**src/rtl/mux_pkg.sv**
```systemverilog
// Shared definitions for the registered source-select mux: parameter checks,
// select-code helpers and source classification.
`default_nettype none

package mux_pkg;

  // Ceiling log2 used to check that the select field can address every source.
  function automatic int clog2(input int n);
    int r;
    int v;
    r = 0;
    v = n - 1;
    while (v > 0) begin
      r = r + 1;
      v = v >> 1;
    end
    return r;
  endfunction

  // The narrow source always occupies the code just above the full-width inputs.
  function automatic int sel_narrow(input int num_in);
    return num_in;
  endfunction

  typedef enum logic [1:0] {
    SRC_WIDE    = 2'd0,
    SRC_NARROW  = 2'd1,
    SRC_ILLEGAL = 2'd2
  } src_kind_e;

endpackage

`default_nettype wire

```
**src/rtl/skid_buf2.sv**
```systemverilog
// Generic 2-entry valid/ready register pair: main register drives the output,
// skid register catches the word accepted while the consumer stalls.
`default_nettype none

module skid_buf2
  import mux_pkg::*;
#(
  parameter int WIDTH = 8
) (
  input  logic             clk,
  input  logic             rst_n,
  input  logic [WIDTH-1:0] in_data,
  input  logic             in_valid,
  output logic             in_ready,
  output logic [WIDTH-1:0] out_data,
  output logic             out_valid,
  input  logic             out_ready
);

  typedef struct packed {
    logic             valid;
    logic [WIDTH-1:0] data;
  } entry_t;

  entry_t m_q, s_q, m_d, s_d;
  entry_t new_entry;
  logic   rdy_q;
  logic   acc, pop;

  assign acc       = in_valid & rdy_q;
  assign pop       = m_q.valid & out_ready;
  assign new_entry = '{valid: 1'b1, data: in_data};

  always_comb begin
    m_d = m_q;
    s_d = s_q;
    if (!m_q.valid || pop) begin
      if (s_q.valid) begin
        m_d       = s_q;
        s_d.valid = 1'b0;
        if (acc) s_d = new_entry;
      end else if (acc) begin
        m_d = new_entry;
      end else begin
        m_d.valid = 1'b0;
      end
    end else if (acc) begin
      s_d = new_entry;
    end
  end

  // Ready is registered from the next skid state so out_ready never reaches in_ready combinationally.
  always_ff @(posedge clk or negedge rst_n) begin
    if (!rst_n) begin
      m_q   <= '0;
      s_q   <= '0;
      rdy_q <= 1'b1;
    end else begin
      m_q   <= m_d;
      s_q   <= s_d;
      rdy_q <= !s_d.valid;
    end
  end

  assign in_ready  = rdy_q;
  assign out_data  = m_q.data;
  assign out_valid = m_q.valid;

endmodule

`default_nettype wire

```
**src/rtl/mux_sel_skid.sv**
```systemverilog
// Registered source mux: picks one of NUM_IN words or the zero-extended narrow
// field, buffers it behind a 2-entry skid, and flags illegal select codes.
`default_nettype none

module mux_sel_skid
  import mux_pkg::*;
#(
  parameter int WIDTH    = 8,
  parameter int NUM_IN   = 2,
  parameter int NARROW_W = 2,
  parameter int SEL_W    = 2
) (
  input  logic                    clk,
  input  logic                    rst_n,
  input  logic [NUM_IN*WIDTH-1:0] in_bus,
  input  logic [NARROW_W-1:0]     in_narrow,
  input  logic [SEL_W-1:0]        sel,
  input  logic                    in_valid,
  output logic                    in_ready,
  output logic [WIDTH-1:0]        out_data,
  output logic                    out_valid,
  input  logic                    out_ready,
  output logic                    sel_err,
  input  logic                    err_clr
);

  localparam logic [SEL_W-1:0] SEL_NARROW = SEL_W'(sel_narrow(NUM_IN));

  if (SEL_W < clog2(NUM_IN + 1) || NARROW_W > WIDTH) begin : g_bad_params
    $error("mux_sel_skid: SEL_W too small for NUM_IN+1 codes, or NARROW_W > WIDTH");
  end

  logic [WIDTH-1:0] narrow_ext;
  logic [WIDTH-1:0] sel_data;
  src_kind_e        kind;
  logic             acc;

  assign narrow_ext = WIDTH'(in_narrow);

  // Codes above the narrow slot still forward the narrow field, but are flagged.
  always_comb begin
    sel_data = narrow_ext;
    kind     = (sel > SEL_NARROW) ? SRC_ILLEGAL : SRC_NARROW;
    for (int k = 0; k < NUM_IN; k++) begin
      if (sel == SEL_W'(k)) begin
        sel_data = in_bus[k*WIDTH +: WIDTH];
        kind     = SRC_WIDE;
      end
    end
  end

  assign acc = in_valid & in_ready;

  // Set has priority over clear so an illegal accept is never lost.
  always_ff @(posedge clk or negedge rst_n) begin
    if (!rst_n) begin
      sel_err <= 1'b0;
    end else if (acc && kind == SRC_ILLEGAL) begin
      sel_err <= 1'b1;
    end else if (err_clr) begin
      sel_err <= 1'b0;
    end
  end

  skid_buf2 #(
    .WIDTH (WIDTH)
  ) u_skid (
    .clk       (clk),
    .rst_n     (rst_n),
    .in_data   (sel_data),
    .in_valid  (in_valid),
    .in_ready  (in_ready),
    .out_data  (out_data),
    .out_valid (out_valid),
    .out_ready (out_ready)
  );

endmodule

`default_nettype wire

```
**config.mk**
```make
export PLATFORM = sky130hd
export DESIGN_NAME = mux_sel_skid
export DESIGN_NICKNAME = d
export VERILOG_FILES = /design/src/rtl/mux_pkg.sv /design/src/rtl/skid_buf2.sv /design/src/rtl/mux_sel_skid.sv
export SDC_FILE = /design/constraint.sdc
export NUM_CORES = 1
export LEC_CHECK = 0
export ABC_AREA = 1
export BUFFER_PORTS_ARGS = -buffer_cell sky130_fd_sc_hd__buf_2
export CORE_ASPECT_RATIO = 1.2
export CORE_MARGIN = 1.5
export CORE_UTILIZATION = 44
export CTS_CLUSTER_SIZE = 40
export DETAILED_ROUTE_END_ITERATION = 8
export PLACE_DENSITY_LB_ADDON = 0.2
export SLEW_MARGIN = 10
export SYNTH_ARGS = -nofsm -noshare
export SYNTH_HDL_FRONTEND = slang
export SYNTH_SLANG_ARGS = --single-unit
```
**constraint.sdc**
```tcl
create_clock -name clk -period 1.1 [get_ports clk]
set_input_delay 0.055 -clock clk [delete_from_list [all_inputs] [get_ports clk]]
set_output_delay 0.055 -clock clk [all_outputs]
set_load 0.01 [all_outputs]
```
==> results of run 1 <==
[layout make-up]
cell class                 count  area [µm²]  share of cell area, %
sequential                    20         503                   35.6
inverter                      16        62.6                   4.43
multi-input combinational    101         529                   37.5
timing repair buffer          41         241                   17.1
clock buffer                   4        36.3                   2.57
tap                           31        38.8                   2.75
[sequential cells by signal (all words and copies together), names as in the netlist]
name              count
u_skid.s_q            9
u_skid.out_data       8
sel_err               1
u_skid.in_ready       1
u_skid.out_valid      1
[placed cells by master (no fill, tap or decap)]
cell type / count
o21ai_2: 1
buf_2: 35
inv_2: 6
buf_12: 1
buf_4: 2
o21ai_4: 1
dfstp_2: 1
dfrtp_2: 1
o21ai_0: 1
o21ai_1: 7
nand2_8: 2
nor2_1: 7
nand2_1: 57
nor2_4: 2
nand2_4: 3
dfrtp_1: 18
a21oi_4: 1
clkbuf_8: 1
dlygate4sd3_1: 2
nand3_1: 12
inv_1: 9
nor2_2: 3
clkbuf_4: 3
buf_6: 1
a21oi_2: 2
inv_4: 1
nand3b_1: 2
[report_power, final]
part,internal (mW),leakage [nW],switching (mW)
Clock,0.202,0.0210,0.236
Sequential,1.07,0.251,0.196
Combinational,0.681,0.522,1.02
[stage by stage]
step	hold slack, ns	TNS, ns	power (mW)	std cells
6_report	0.0737	-0.211	3.41	213
3_5_place_dp	0.0285	-0.0226	2.64	203
5_1_grt	0.0929	-0.996	3.66	213
2_1_floorplan	-0.241	0	2.29	139
4_1_cts	0.0772	-0.00560	3.10	209
3_3_place_gp	0.0226	0	2.59	203
[timing repair]
action	CTS	global route
pin swaps	0	8
endpoints found under the hold margin	20	0
hold buffers	2	0
gates cloned	0	2
resized for setup	3	10
setup endpoints to repair	8	18
setup buffers	0	2
[worst min-delay path, delay by kind of cell]
family	cells	cell delay (ns)
buffers and inverters	1	0.08
AOI/OAI and AO/OA	1	0.06
and+or+nand+nor	3	0.15
[worst paths after layout]
kind	end	slack, ns	cells past startpoint
worst max register to register	u_skid.out_data[4]$_DFFE_PN0P_	-0.05	6
worst min register to register	u_skid.out_data[7]$_DFFE_PN0P_	0.49	2
min in group asynchronous	u_skid.s_q[1]$_DFFE_PN0P_	0.22	2
worst max-delay path	u_skid.out_data[4]$_DFFE_PN0P_	-0.05	6
worst min-delay path	u_skid.s_q[3]$_DFFE_PN0P_	0.07	5
max in group asynchronous	u_skid.in_ready$_DFF_PN1_	0.54	2
[logic make-up after synthesis]
kind of cell / count (synthesis)
buf+inv: 20
flops: 20
compound gates: 12
simple gates: 87
[routing by layer]
layer | routed length, µm | vias up
met2 | 1230 | 27
met1 | 1060 | 450
met4 | 19 | 0
li1 | - | 516
met3 | 85 | 2
met5 | 0 | -
[cell usage after synthesis]
cell type	instances	area, µm²
nand2_1	58	218
dfrtp_1	19	475
nand3_1	12	60.1
inv_1	11	41.3
nor2_1	10	37.5
o21ai_1	8	40.0
buf_6	4	45.0
inv_2	4	15.0
nand2_4	3	33.8
nand3b_1	2	15.0
a21oi_1	1	5.00
a21oi_4	1	16.3
dfstp_2	1	26.3
inv_4	1	6.26
nor2_2	1	6.26
nor2_4	1	11.3
o21ai_0	1	5.00
o21ai_2	1	8.76
==> results.json, run 1 <==
{
  "status": "finished with violations",
  "violations": "setup timing",
  "synth_fa_ha_area_share_pct": 0,
  "crit_arrival_ns": 1.40,
  "cap_viol_max_count": 0,
  "grt_max_degree": 21,
  "start_util_pct": 46.7,
  "synth.distinct_cells": 18,
  "avgRoutedWirePerCell_um": 11.2,
  "grt_busiest_layer": "met2",
  "cpPeakStageDelay_ns": 0.58,
  "avgSynthCellArea_um2": 7.67,
  "met2_usage_pct": 29.0,
  "vias_per_cell": 4.67,
  "ys_warn_count": 0,
  "slew_viol_final": 0,
  "synth-simple-area-share_pct": 35.8,
  "antenna_found_initial": 0,
  "rsz0062_at_grt": "yes",
  "cp_common_cell": "nand2_8",
  "slowest_stage": "dfstp_2",
  "setup_ws_ns": -0.0532,
  "hold_viol": 0,
  "area_growth_pct": 32.4,
  "cp_num_buf_inv": 0,
  "dp_hpwl_um": 1690,
  "drc_errors": 0,
  "use_met1_pct": 26.5,
  "netlist_instances": 139,
  "clockRootBuffer": "clkbuf_4",
  "cp-start-kind": "register",
  "dr.pass1.iters": 4,
  "crit_type": "register to register",
  "cts_tree": "built",
  "core_area_mm2": 0.00228,
  "clock-sinks": 20,
  "clk_pin_slew_worst_paths_ns": 0.12,
  "synth_xor_area_share_pct": 0,
  "dp_slack_ns": -0.0129,
  "tightest_slew_ns": 0.448,
  "critical_path.max_fanout": 8,
  "ios": 36,
  "grtUsageMet3_pct": 2.89,
  "die-width_um": 47.9,
  "routabilityCongestion": 0.724,
  "fin_crit_sh_pct": 105,
  "r2r-start": "u_skid.in_ready$_DFF_PN1_",
  "yosysSeqAreaShare_pct": 47.1,
  "path_cells": "nand2_4 > nand2_8 > nand2_8 > nor2_1 > o21ai_1 > nand2_1",
  "die_area_mm2": 0.00273,
  "drt-initial-drc-count": 16,
  "grt_pass1_wl_um": 3770,
  "p_leak_nw": 0.794,
  "synth_top_family_by_area": "simple AND/OR/NAND/NOR gates",
  "worst_setup_path_end_kind": "register",
  "nFillCells": 212,
  "grt_usage_pct": 18.8,
  "antennaDiodeCount": 0,
  "cts_max_level": 1,
  "ir_worst_vdd_mv": 1.24,
  "cts_made_buffers": 3,
  "synth_area_mm2": 0.00107,
  "grt_pass1_vias": 909,
  "placed_area_mm2": 0.00126,
  "synth_compound_area_share_pct": 7.04,
  "final_nets": 208,
  "synth_mux_area_share_pct": 0,
  "fmaxAchievable_mhz": 867,
  "drive_gt1_share_pct": 36.8,
  "portBuffers": 35,
  "core.rowCount": 19,
  "worstHoldStart": "in_bus[3]",
  "clock_skew_ns": 0.00472,
  "cpLargestDelayFamily": "flip-flops",
  "worst_ep_required_time_ns": 1.35,
  "ant_nets": 0,
  "routed_wl_um": 2400,
  "final_util_pct": 61.8,
  "clockBufferDepth": 2,
  "ys_ff_latch": 20,
  "clk_latency_ns": 0.30,
  "fin_crit_ns": 1.15,
  "setup_viol": 8,
  "final_cell_area_mm2": 0.00141,
  "vias": 995,
  "startpoint": "u_skid.in_ready$_DFF_PN1_",
  "min_path_type": "input port to register",
  "syn_nets": 164,
  "die_h_um": 56.9,
  "relSlewSlack_pct": 70.2,
  "power_density_mw_per_mm2": 2410,
  "grt_overflow": 0
}
Power figures use the tool's default switching activity.
==> inputs of run 2 (changes only) <==
Settings changed: ABC_AREA 1 to unset.
==> run 2 against run 1 <==
Clock-buffer cell count unchanged. Register-to-register slack lost 0.16 ns. Critical endpoint is now u_skid.s_q[3]$_DFFE_PN0P_. Largest power group unchanged. The run still ends with setup timing left. First-iteration DRC count fell by 25%. Setup slack got worse by 0.16 ns.
==> results.json, run 2 <==
{
  "area_growth_pct": 36.0,
  "wl_met3_um": 100,
  "yosysMostFrequentCell": "dfrtp_1",
  "fin_crit_ns": 1.31,
  "synth_area_mm2": 0.00106,
  "critical_path.max_fanout": 5,
  "antennaDiodeCount": 0,
  "avgRoutedWirePerCell_um": 15.0,
  "synth.top_cell.area_share_pct": 44.7,
  "vias": 852,
  "clockBufferDepth": 2,
  "cts_made_buffers": 3,
  "wl_met1_um": 1050,
  "synthArstFlopShare_pct": 100,
  "yosysSeqAreaShare_pct": 47.2,
  "regMostFlops": "u_skid.s_q",
  "cp-start-kind": "register",
  "status": "finished with violations",
  "worst_setup_path_end_kind": "register",
  "core.rowCount": 19,
  "fmaxAchievable_mhz": 762,
  "fin_crit_sh_pct": 119,
  "die-width_um": 47.9,
  "r2r-start": "u_skid.in_ready$_DFF_PN1_",
  "clock_power_share_pct": 10.3,
  "ir_worst_vdd_mv": 1.17,
  "timing.setup.tns_ns": -3.10,
  "avgSynthCellArea_um2": 11.9,
  "syn_nets": 114,
  "ys_warn_count": 0,
  "min_path_type": "input port to register",
  "violations": "setup timing",
  "worstHoldStart": "in_valid",
  "dp_hpwl_um": 1640,
  "relSlewSlack_pct": 70.2,
  "power_density_mw_per_mm2": 2440,
  "dr.pass1.iters": 4,
  "crit_arrival_ns": 1.50,
  "rsz0062_at_grt": "yes",
  "die_h_um": 56.9,
  "grt_overflow": 0,
  "vias_per_cell": 5.20,
  "power.internal_mw": 2.33,
  "hold_viol": 0,
  "largest_reg_flops": 9,
  "cts_tree": "built",
  "ys_top_cells_by_count": "dfrtp_1, mux2_2, mux2i_1",
  "worst_ep_required_time_ns": 1.29,
  "antenna_found_initial": 0,
  "nFillCells": 195,
  "grt_pass1_wl_um": 4060,
  "grt_pass1_vias": 887,
  "setup_ws_ns": -0.212,
  "dp_slack_ns": -0.245,
  "wl_met2_um": 1260,
  "final_common_cell": "buf_2",
  "die_area_mm2": 0.00272,
  "multi_input_area_um2": 571,
  "netlist_instances": 89,
  "p_comb_share_pct": 52.9,
  "startpoint": "u_skid.in_ready$_DFF_PN1_",
  "netSwitchingPower_mw": 1.20,
  "start_util_pct": 46.6,
  "cpPeakStageDelay_ns": 0.57,
  "final_util_pct": 63.4,
  "drt-initial-drc-count": 12,
  "p_leak_nw": 0.756,
  "clk_latency_ns": 0.30,
  "routabilityCongestion": 0.709,
  "seqPwrFrac_pct": 36.8,
  "ios": 36,
  "final_cell_mix": "buf_2, dfrtp_1, mux2_4",
  "clock-sinks": 20,
  "portBuffers": 35,
  "synth_top_area_cell": "dfrtp_1",
  "stdcell_count": 164,
  "slew_viol_final": 0,
  "clockRootBuffer": "clkbuf_4",
  "cts_max_level": 1,
  "placed_cells": 157,
  "setup_viol": 17,
  "slowest_stage": "dfstp_2",
  "p_sw_share_pct": 33.9,
  "holdWs_ns": 0.0576,
  "tightest_slew_ns": 0.448,
  "drc_errors": 0,
  "core_area_mm2": 0.00228,
  "cp_common_cell": "buf_6",
  "grt_max_degree": 21,
  "ff_latch_area_um2": 503,
  "path_cells": "buf_6 > o211ai_4 > buf_6 > mux2_4",
  "synthTopCellsByArea": "dfrtp_1, mux2_2, mux2i_1",
  "final_nets": 159,
  "ant_nets": 0,
  "ys_ff_latch": 20,
  "grt_usage_pct": 21.3,
  "cap_viol_max_count": 0,
  "clk_pin_slew_worst_paths_ns": 0.11,
  "routed.top_layer": "met4",
  "drive_gt1_share_pct": 54.1,
  "crit_type": "register to register",
  "ys.flop_type": "dfrtp_1",
  "routed_wl_um": 2450,
  "synth_edf_count": 0,
  "clock_skew_ns": 0.00531,
  "synth.distinct_cells": 21
}
-- run 2: cell count changes after synthesis, sizes merged, moves of 4 or more --
cell,change
inv,-11
mux2,+16
mux2i,+10
nand2,-53
nand3,-12
nor2,-4
o21ai,-9
o31ai,+6
-- run 2: final timing paths --
check,to,slack [ns],cells past startpoint
hold reg to reg,u_skid.s_q[4]$_DFFE_PN0P_,0.52,1
setup reg to reg,u_skid.s_q[3]$_DFFE_PN0P_,-0.21,4
setup / recovery,u_skid.s_q[3]$_DFFE_PN0P_,-0.21,4
min in group asynchronous,u_skid.out_data[3]$_DFFE_PN0P_,0.23,2
hold / removal,u_skid.out_valid$_DFFE_PN0N_,0.06,2
max in group asynchronous,u_skid.in_ready$_DFF_PN1_,0.53,2
-- run 2: cell families after synthesis --
logic type	after synthesis	synth area share [%]
AOI/OAI and AO/OA	12	9.65
buffers and inverters	10	6.35
DFF	20	47.2
and+or+nand+nor	21	10.5
muxes	26	26.4
-- run 2: timing repair --
| action | in CTS | in global routing |
|---|---|---|
| gates cloned | 0 | 0 |
| hold endpoints to repair | 20 | 0 |
| pin swaps | 2 | 0 |
| hold buffers | 2 | 0 |
| setup endpoints to repair | 18 | 18 |
| buffers inserted | 1 | 0 |
| resized for setup | 22 | 2 |
-- run 2: metal layers --
layer	global-route usage (%)	up-vias
met2	35.2	26
li1	-	401
met4	9.27	0
met3	2.89	4
met1	26.1	421
met5	0	-
-- run 2: power by group through the flow --
stage | registers [mW] | logic (mW) | clock network, mW
global placement | 1.26 | 1.40 | 0
floorplan | 1.34 | 0.905 | 0
CTS | 1.29 | 1.83 | 0.373
global route | 1.33 | 2.02 | 0.419
detailed placement | 1.28 | 1.44 | 0
finish | 1.29 | 1.86 | 0.364
-- run 2: worst max-delay path: cells and delay by family, from the launching register on --
kind            cells  cell delay [ns]
compound gates      1             0.08
mux                 1             0.30
flops               1             0.57
buf+inv             2             0.26
-- run 2: layout make-up --
class	count	area share (%)
clock buffer	4	1.82
multi-input combinational	59	39.4
timing repair buffer	45	20.0
inverter	5	1.30
tap	31	2.68
sequential	20	34.8
-- run 2: stage by stage --
stage,power (mW),area (µm²)
6_report,3.52,1450
3_5_place_dp,2.71,1290
4_1_cts,3.49,1440
3_3_place_gp,2.66,1290
2_1_floorplan,2.25,1070
5_1_grt,3.76,1450
==> inputs of run 3 (changes only) <==
Settings changed: SETUP_SLACK_MARGIN set to 0.1.
==> run 3 against run 2 <==
The flow still finishes with violations (setup timing). Via count is 0.35% lower. Sequential share of layout area is 1.3 points lower. Utilization is 2.4 points higher. Worst hold slack worse by 0.0052 ns. Setup slack worse by 0.025 ns. Clock-buffer cell count is 1 lower. Flip-flop and latch count stayed put. Combinational power hardly changed. First-iteration DRC count is 42% higher. Critical path type unchanged. Critical endpoint is now u_skid.out_data[7]$_DFFE_PN0P_. Highest routed layer unchanged.
==> results.json, run 3 (synthesis results as in run 2) <==
{
  "status": "finished with violations",
  "violations": "setup timing",
  "cts_made_buffers": 3,
  "cap_viol_max_count": 0,
  "crit_arrival_ns": 1.54,
  "vias_per_cell": 5.02,
  "whs_endpoint": "sel_err$_DFFE_PN0P_",
  "die_area_mm2": 0.00272,
  "setup_viol": 18,
  "ios": 36,
  "core.rowCount": 19,
  "min_delay_path_depth": 3,
  "ant_nets": 0,
  "r2r_slack_ns": -0.24,
  "clock_skew_ns": 0.00814,
  "drc_errors": 0,
  "grt_pass1_vias": 822,
  "area_growth_pct": 41.2,
  "grt_overflow": 0,
  "final_cell_area_mm2": 0.00150,
  "routed_wl_um": 2260,
  "tightest_slew_ns": 0.464,
  "dr.pass1.iters": 4,
  "ir_worst_vdd_mv": 2.03,
  "min_path_type": "input port to register",
  "clk_pin_slew_worst_paths_ns": 0.11,
  "die_h_um": 56.9,
  "reg2reg_depth": 4,
  "power_density_mw_per_mm2": 2510,
  "largest_reg_flops": 9,
  "cpPeakStageDelay_ns": 0.57,
  "fin_crit_ns": 1.34,
  "fin_crit_sh_pct": 122,
  "fmaxAchievable_mhz": 748,
  "routabilityCongestion": 0.733,
  "relSlewSlack_pct": 69.1,
  "power_mw": 3.77,
  "die-width_um": 47.9,
  "antennaDiodeCount": 0,
  "cp-start-kind": "register",
  "clockBufferDepth": 2,
  "hold_viol": 0,
  "vias": 849,
  "start_util_pct": 46.6,
  "antenna_found_initial": 0,
  "drive_gt1_share_pct": 55.8,
  "path_cells": "a21oi_2 > nor2_4 > buf_12 > mux2_4",
  "worst_setup_path_end_kind": "register",
  "grt_max_degree": 21,
  "crit_type": "register to register",
  "final_nets": 164,
  "cts_max_level": 1,
  "critical_path.max_fanout": 8,
  "slowest_stage": "dfstp_2",
  "regMostFlops": "u_skid.s_q",
  "core_area_mm2": 0.00228,
  "drt-initial-drc-count": 17,
  "grt_usage_pct": 19.4,
  "cts_tree": "built",
  "setup_ws_ns": -0.237,
  "placed_area_mm2": 0.00133,
  "clock-sinks": 20,
  "r2r-start": "u_skid.in_ready$_DFF_PN1_",
  "grt_pass1_wl_um": 3640,
  "timing.rr.end": "u_skid.out_data[7]$_DFFE_PN0P_",
  "rsz0062_at_grt": "yes",
  "avgRoutedWirePerCell_um": 13.4,
  "final_cell_mix": "buf_2, dfrtp_1, mux2i_1, mux2_4, nand2_1",
  "slew_viol_final": 0,
  "portBuffers": 35,
  "p_leak_nw": 0.771,
  "worstHoldStart": "in_valid",
  "clk_latency_ns": 0.31,
  "clockRootBuffer": "clkbuf_4",
  "dp_hpwl_um": 1610,
  "worst_ep_required_time_ns": 1.30,
  "final_common_cell": "buf_2"
}
-- run 3: changes by cell type in the layout (fill, tap and decap cells not counted), sizes merged --
| cell | before | now |
|---|---|---|
| bufinv | 0 | 1 |
| buf | 43 | 48 |
| clkbuf | 4 | 3 |
-- run 3: layout make-up --
type	instances	area, µm²
clock inverter	1	30.0
multi-input combinational	59	546
clock buffer	3	22.5
fill	189	781
timing repair buffer	50	343
tap	31	38.8
inverter	5	18.8
sequential	20	503
-- run 3: how the worst max path moves through the flow --
stage                                      start                             end  slack [ns]
floorplan              u_skid.in_ready$_DFF_PN1_  u_skid.out_data[0]$_DFFE_PN0P_       -0.24
global route        u_skid.out_valid$_DFFE_PN0N_       u_skid.s_q[6]$_DFFE_PN0P_       -0.27
finish                 u_skid.in_ready$_DFF_PN1_  u_skid.out_data[7]$_DFFE_PN0P_       -0.24
global placement       u_skid.in_ready$_DFF_PN1_  u_skid.out_data[3]$_DFFE_PN0P_       -0.25
detailed placement     u_skid.in_ready$_DFF_PN1_  u_skid.out_data[2]$_DFFE_PN0P_       -0.26
CTS                 u_skid.out_valid$_DFFE_PN0N_       u_skid.s_q[7]$_DFFE_PN0P_       -0.24
-- run 3: through the flow --
step / hold slack (ns) / util, % / TNS (ns) / worst slack (ns) / std cells
6_report: 0.0523 / 65.8 / -3.76 / -0.237 / 169
5_1_grt: 0.0513 / 65.8 / -4.27 / -0.273 / 169
4_1_cts: 0.0493 / 65.3 / -3.42 / -0.239 / 169
3_5_place_dp: 0.0367 / 58.3 / -3.79 / -0.264 / 161
3_3_place_gp: 0.0325 / 58.3 / -3.44 / -0.246 / 161
2_1_floorplan: -0.241 / - / -3.81 / -0.242 / 89
-- run 3: routing by layer --
layer	global-route usage [%]	wire (µm)	up-vias
li1	-	-	410
met1	25.1	1030	407
met2	29.7	1080	26
met3	2.89	91	6
met4	10.4	62	0
met5	0	0	-
-- run 3: timing repair --
item	CTS	global route
setup endpoints to repair	21	21
pin swaps	3	1
gates resized for setup	16	3
setup buffers	2	0
hold buffers	2	0
gates cloned	0	0
endpoints found under the hold margin	20	0
-- run 3: critical path, delay by kind of cell, from the launching register on --
kind                   cells  cell delay [ns]
AO/OA/AOI/OAI              1             0.08
buffers and inverters      1             0.15
flip-flops                 1             0.57
multiplexers               1             0.30
AND/OR/NAND/NOR            1             0.14
-- run 3: power breakdown --
group	leakage (nW)	total (mW)	internal, mW	switching, mW
registers	0.247	1.27	1.07	0.193
clock network	0.0279	0.610	0.368	0.241
logic	0.496	1.89	1.14	0.756
total	0.771	3.77	2.58	1.19
